<file path="src/rtl/core101_bp_pkg.sv">
// ----------------------------------------------------------------------------
// core101_bp_pkg
// Shared definitions for the branch predictor: direction-counter width and
// state encodings, the counter value written on allocation, and helpers that
// derive the index/tag field widths from the address width and table depth.
//
// Build option: define BRANCH_PREDICTOR_2BIT_EN for a 2-bit saturating
// counter; otherwise the counter is 1 bit holding the last resolved outcome.
// ----------------------------------------------------------------------------
package core101_bp_pkg;

`ifdef BRANCH_PREDICTOR_2BIT_EN
   localparam int CTR_W = 2;
   localparam logic [CTR_W-1:0] CTR_SNT   = 2'b00;  // strongly not-taken
   localparam logic [CTR_W-1:0] CTR_WNT   = 2'b01;  // weakly not-taken
   localparam logic [CTR_W-1:0] CTR_WT    = 2'b10;  // weakly taken
   localparam logic [CTR_W-1:0] CTR_ST    = 2'b11;  // strongly taken
   localparam logic [CTR_W-1:0] CTR_ALLOC = CTR_WT;
`else
   localparam int CTR_W = 1;
   localparam logic [CTR_W-1:0] CTR_NT    = 1'b0;
   localparam logic [CTR_W-1:0] CTR_T     = 1'b1;
   localparam logic [CTR_W-1:0] CTR_ALLOC = CTR_T;
`endif

   localparam logic [CTR_W-1:0] CTR_ONE = CTR_W'(1);

   // Valid field is a single bit per entry.
   localparam int VALID_W = 1;

   // Index field is pc[IDX_W+1:2] (word-aligned fetch).
   function automatic int bp_idx_w(input int entries);
      return $clog2(entries);
   endfunction

   // Tag field is everything above the index.
   function automatic int bp_tag_w(input int xlen, input int entries);
      return xlen - $clog2(entries) - 2;
   endfunction

endpackage

</file>
<file path="src/rtl/bp_sat_counter.sv">
// ----------------------------------------------------------------------------
// bp_sat_counter
// Next-state logic for one direction counter (purely combinational).
//   ctr_in   : current counter value
//   taken_in : resolved direction, 1 = taken
//   ctr_out  : updated counter value
// With BRANCH_PREDICTOR_2BIT_EN the counter saturates at 00 and 11; without
// it the counter simply records the resolved direction.
// ----------------------------------------------------------------------------
module bp_sat_counter
   import core101_bp_pkg::*;
(
   input  logic [CTR_W-1:0] ctr_in,
   input  logic             taken_in,
   output logic [CTR_W-1:0] ctr_out
);

`ifdef BRANCH_PREDICTOR_2BIT_EN
   always_comb begin
      ctr_out = ctr_in;
      if (taken_in && (ctr_in != CTR_ST)) begin
         ctr_out = ctr_in + CTR_ONE;
      end else if (!taken_in && (ctr_in != CTR_SNT)) begin
         ctr_out = ctr_in - CTR_ONE;
      end
   end
`else
   // Current value is irrelevant: the counter just records the outcome.
   logic unused_ctr_in;
   assign unused_ctr_in = ^ctr_in;
   assign ctr_out       = taken_in;
`endif

endmodule

</file>
<file path="src/rtl/branch_predictor.sv">
// ----------------------------------------------------------------------------
// branch_predictor
// Direct-mapped branch target buffer with a per-entry direction counter.
// Lookups are answered one cycle later through registered outputs; updates
// from execute train the counter, and taken branches allocate on a miss.
//
// Ports
//   clk_in, rst_n_in            clock, asynchronous active-low reset
//   bp_lookup_valid_in/pc_in    fetch-side lookup request
//   bp_update_valid_in/pc_in/
//   bp_update_target_in/
//   bp_update_taken_in          resolved branch report from execute
//   bp_flush_in                 invalidate every entry
//   bp_pred_en_out              prediction valid (one cycle after lookup)
//   bp_pred_addr_out            predicted target, zero when not predicting
//
// Build option: BRANCH_PREDICTOR_2BIT_EN selects the 2-bit counter.
// ----------------------------------------------------------------------------
module branch_predictor
   import core101_bp_pkg::*;
#(
   parameter int XLEN    = 32,
   parameter int ENTRIES = 16
) (
   input  logic            clk_in,
   input  logic            rst_n_in,
   input  logic            bp_lookup_valid_in,
   input  logic [XLEN-1:0] bp_lookup_pc_in,
   input  logic            bp_update_valid_in,
   input  logic [XLEN-1:0] bp_update_pc_in,
   input  logic [XLEN-1:0] bp_update_target_in,
   input  logic            bp_update_taken_in,
   input  logic            bp_flush_in,
   output logic            bp_pred_en_out,
   output logic [XLEN-1:0] bp_pred_addr_out
);

   localparam int IDX_W = bp_idx_w(ENTRIES);
   localparam int TAG_W = bp_tag_w(XLEN, ENTRIES);

   logic [ENTRIES*VALID_W-1:0] valid_q, valid_d;
   logic [TAG_W-1:0]           tag_q    [ENTRIES];
   logic [TAG_W-1:0]           tag_d    [ENTRIES];
   logic [XLEN-1:0]            target_q [ENTRIES];
   logic [XLEN-1:0]            target_d [ENTRIES];
   logic [CTR_W-1:0]           ctr_q    [ENTRIES];
   logic [CTR_W-1:0]           ctr_d    [ENTRIES];

   logic            pred_en_q, pred_en_d;
   logic [XLEN-1:0] pred_addr_q, pred_addr_d;

   logic [IDX_W-1:0] lk_idx, up_idx;
   logic [TAG_W-1:0] lk_tag, up_tag;
   logic             up_hit;
   logic [CTR_W-1:0] ctr_step;

   assign lk_idx = bp_lookup_pc_in[IDX_W+1:2];
   assign lk_tag = bp_lookup_pc_in[XLEN-1:IDX_W+2];
   assign up_idx = bp_update_pc_in[IDX_W+1:2];
   assign up_tag = bp_update_pc_in[XLEN-1:IDX_W+2];

   // Byte offset within the instruction word carries no information.
   logic unused_pc_lo;
   assign unused_pc_lo = ^{bp_lookup_pc_in[1:0], bp_update_pc_in[1:0]};

   assign up_hit = valid_q[up_idx] && (tag_q[up_idx] == up_tag);

   bp_sat_counter u_sat_counter (
      .ctr_in   (ctr_q[up_idx]),
      .taken_in (bp_update_taken_in),
      .ctr_out  (ctr_step)
   );

   // Lookup reads the registered table, so a same-cycle update is not seen
   // (read-before-write). A flush in the lookup cycle suppresses the answer.
   always_comb begin
      pred_en_d   = 1'b0;
      pred_addr_d = '0;
      if (bp_lookup_valid_in && !bp_flush_in && valid_q[lk_idx] &&
          (tag_q[lk_idx] == lk_tag) && ctr_q[lk_idx][CTR_W-1]) begin
         pred_en_d   = 1'b1;
         pred_addr_d = target_q[lk_idx];
      end
   end

   // Table update: flush wins over any training in the same cycle.
   always_comb begin
      valid_d  = valid_q;
      tag_d    = tag_q;
      target_d = target_q;
      ctr_d    = ctr_q;
      if (bp_flush_in) begin
         valid_d = '0;
      end else if (bp_update_valid_in) begin
         if (up_hit) begin
            ctr_d[up_idx] = ctr_step;
            if (bp_update_taken_in) begin
               target_d[up_idx] = bp_update_target_in;
            end
         end else if (bp_update_taken_in) begin
            valid_d[up_idx]  = 1'b1;
            tag_d[up_idx]    = up_tag;
            target_d[up_idx] = bp_update_target_in;
            ctr_d[up_idx]    = CTR_ALLOC;
         end
      end
   end

   always_ff @(posedge clk_in or negedge rst_n_in) begin
      if (!rst_n_in) begin
         valid_q     <= '0;
         pred_en_q   <= 1'b0;
         pred_addr_q <= '0;
         for (int i = 0; i < ENTRIES; i++) begin
            ctr_q[i] <= '0;
         end
      end else begin
         valid_q     <= valid_d;
         pred_en_q   <= pred_en_d;
         pred_addr_q <= pred_addr_d;
         ctr_q       <= ctr_d;
      end
   end

   // Tag and target are only meaningful behind a valid bit; no reset needed.
   always_ff @(posedge clk_in) begin
      tag_q    <= tag_d;
      target_q <= target_d;
   end

   assign bp_pred_en_out   = pred_en_q;
   assign bp_pred_addr_out = pred_addr_q;

endmodule

</file>
<file path="config.mk">
export PLATFORM = sky130hd
export DESIGN_NAME = branch_predictor
export DESIGN_NICKNAME = d
export VERILOG_FILES = /design/src/rtl/core101_bp_pkg.sv /design/src/rtl/bp_sat_counter.sv /design/src/rtl/branch_predictor.sv
export SDC_FILE = /design/constraint.sdc
export NUM_CORES = 1
export LEC_CHECK = 0
export CELL_PAD_IN_SITES_DETAIL_PLACEMENT = 1
export CELL_PAD_IN_SITES_GLOBAL_PLACEMENT = 1
export CORE_MARGIN = 2
export CORE_UTILIZATION = 25
export DETAILED_ROUTE_END_ITERATION = 16
export PLACE_DENSITY_LB_ADDON = 0.1
export SETUP_SLACK_MARGIN = 0.2
export SLEW_MARGIN = 20
export SYNTH_ARGS = -nofsm -noshare
export SYNTH_HDL_FRONTEND = slang
export SYNTH_HIERARCHICAL = 1
export SYNTH_SLANG_ARGS = --single-unit
</file>
<file path="constraint.sdc">
create_clock -name clk_in -period 5.5 [get_ports clk_in]
set_input_delay 1.1 -clock clk_in [delete_from_list [all_inputs] [get_ports clk_in]]
set_output_delay 1.1 -clock clk_in [all_outputs]
set_load 0.005 [all_outputs]
</file>
==> results.yml <==
cells_and_area:
  area_delta_synth_final_pct: 21.7
  multi_input_comb_area_um2: 11900
  fillers: 16700
  stdcell_count: 4592
  layout-drive-gt1-share: 0.324
  fin_nets: 2384
  ff_latch_area_um2: 29500
sta:
  hold_viol_final: 0
  grt_setup_unrepaired: "false"
  tightest_slew_ps: 1030
  finalCriticalPeriod_ps: 4550
  clock.fmax_mhz: 220
  relSlewSlack: 0.317
  finalSetupTns_ps: 0
  setup_viol: 0
  fin_skew_ps: 73.5
  slew_violations: 0
  fin_crit_sh: 0.826
floorplan:
  num_rows: 150
  core_um2: 167000
  ios: 135
  initial_core_util: 0.251
  die_y_um: 414
  dieArea_um2: 171000
  die_w_um: 414
placement:
  dp.cells: 4367
  place_hpwl_mm: 83.2
  io_buffers: 130
  gp_congestion: 0.774
clock_tree:
  cts_buffer_depth: 3
  clockRootBuffer: "clkbuf_16"
  tritoncts: "built"
  clock_latency_ps: 760
  post_cts_buffers: 0
  holdBufCountCts: 0
  cts-htree-levels: 3
  numCtsBuffers: 117
  clk_pin_slew_ps: 60
  cts_resized: 0
  numClockSinks: 993
worst_hold_path:
  hold_class: "in2async"
routing:
  drc: 0
  first_pass_iters: 5
  drtIter0Drc: 1359
  antenna_left: 0
  wl_mm: 139
  vias_per_cell: 4.71
  avgRoutedWirePerCell_um: 30.2
  vias: 21600
global_route:
  gr-usage-met3: 0.0287
  grt.met2_usage: 0.275
  grt_pass1_vias: 24200
  antenna_found_initial: 11
  grt_max_degree: 61
  track_usage: 0.163
  grtUsageMet1: 0.215
  grt_overflow_total: 0
  grt_pass1_wl_mm: 194
  top_usage_layer: "met2"
critical_path:
  crit_chain: "buf_4 > buf_4 > mux4_2 > mux2i_1 > xnor2_1 > nor4b_1 > o2bb2ai_1 > or4_4 > nor4_4 > buf_12 > nor3_2 > buf_12"
  crit_type: "in2reg"
  r2r_cells: 11
  crit-reg2reg-launch: "tag_q[3]$_DFFE_PP_"
  arrival_ps: 5000
  startpoint_type: "input port"
  cpPeakStageDelay_ps: 580
  reg2reg_to: "tag_q[332]$_DFFE_PP_"
  ff2ff_setup_slack_ps: 1460
  path_max_fanout: 22
  slowest_stage: "or4_4"
  worstPathRequired_ps: 5960
  end_kind: "flip-flop"
run_status:
  outcome: "finished clean"
run:
  cap_violations: 0
power:
  power_density_nw_per_um2: 338
  leakagePower_uw: 0.0163
  vdd_drop_max_mv: 0.268
synth:
  syn_inst: 1988
  synth.avg_cell_area_um2: 21.1
  syn-num-nets: 2090
  yosysWarnings: 6
  netlist_area_um2: 42000
[layout by cell type, fill, tap and decap left out, types with 11 or more instances in the layout]
cell type and count:
edfxtp_1 928, mux4_2 367, buf_4 143, clkdlybuf4s50_1 121, clkbuf_16 118, mux2i_1 80, dfrtp_1 65, nor2b_1 42
clkbuf_1 38, nor2_1 35, buf_12 33, a31oi_1 30, nand2_1 26, xor2_1 25, a21oi_1 24, xnor2_1 23
a22oi_1 20, o21ai_0 18, clkinv_2 18, clkbuf_8 16, inv_1 14, clkinv_1 14, nand3_1 14, mux2_2 12
nor3_2 11
[per-layer routing]
metal  part of all wire  wire length, um
met5            0.00051               71
met4              0.023             3170
met3              0.042             5900
met2               0.50            69200
met1               0.44            60500
[worst max-delay path: cells and delay by family]
| kind | cells | cell delay, ps |
|---|---|---|
| AO/OA/AOI/OAI | 1 | 200 |
| XOR/XNOR | 1 | 190 |
| buffers and inverters | 4 | 1190 |
| multiplexers | 2 | 720 |
| AND/OR/NAND/NOR | 4 | 1540 |
[registers in the layout (all words and copies together) (netlist names)]
signal and count:
bp_pred_en_out 1, tag_q 416, bp_pred_addr_out 32, target_q 512, valid_q 16, ctr_q 16
[cell type report]
cell class                 count  area share
antenna                        5    0.000245
clock inverter                48      0.0108
clock buffer                 172      0.0649
timing repair buffer         302      0.0588
sequential                   993       0.577
inverter                      19     0.00140
tap                         2204      0.0540
multi-input combinational    849       0.233
[through the flow]
step	worst slack (ps)	total power (uW)	area, um2	util	hold slack (ps)
floorplan	248	9160	42000	-	475
global placement	48.6	9700	47200	0.283	508
detailed placement	117	9720	47200	0.283	517
CTS	866	17600	51100	0.306	327
global route	711	17900	51100	0.306	337
finish	954	17300	51100	0.306	364
[worst max-delay path by stage]
stage | startpoint | end | cells after the start
floorplan | bp_update_pc_in[5] | tag_q[156]$_DFFE_PP_ | 11
global placement | bp_update_pc_in[2] | tag_q[324]$_DFFE_PP_ | 13
detailed placement | bp_update_pc_in[2] | tag_q[324]$_DFFE_PP_ | 13
CTS | bp_update_pc_in[2] | tag_q[332]$_DFFE_PP_ | 13
global route | bp_update_pc_in[2] | tag_q[324]$_DFFE_PP_ | 13
finish | bp_update_pc_in[2] | tag_q[179]$_DFFE_PP_ | 12
[power breakdown]
part	internal, uW	total, uW	switching, uW
Combinational	515	1170	653
Sequential	8340	8370	30.5
Clock	4510	7750	3240
(Power assumes the default switching activity.)
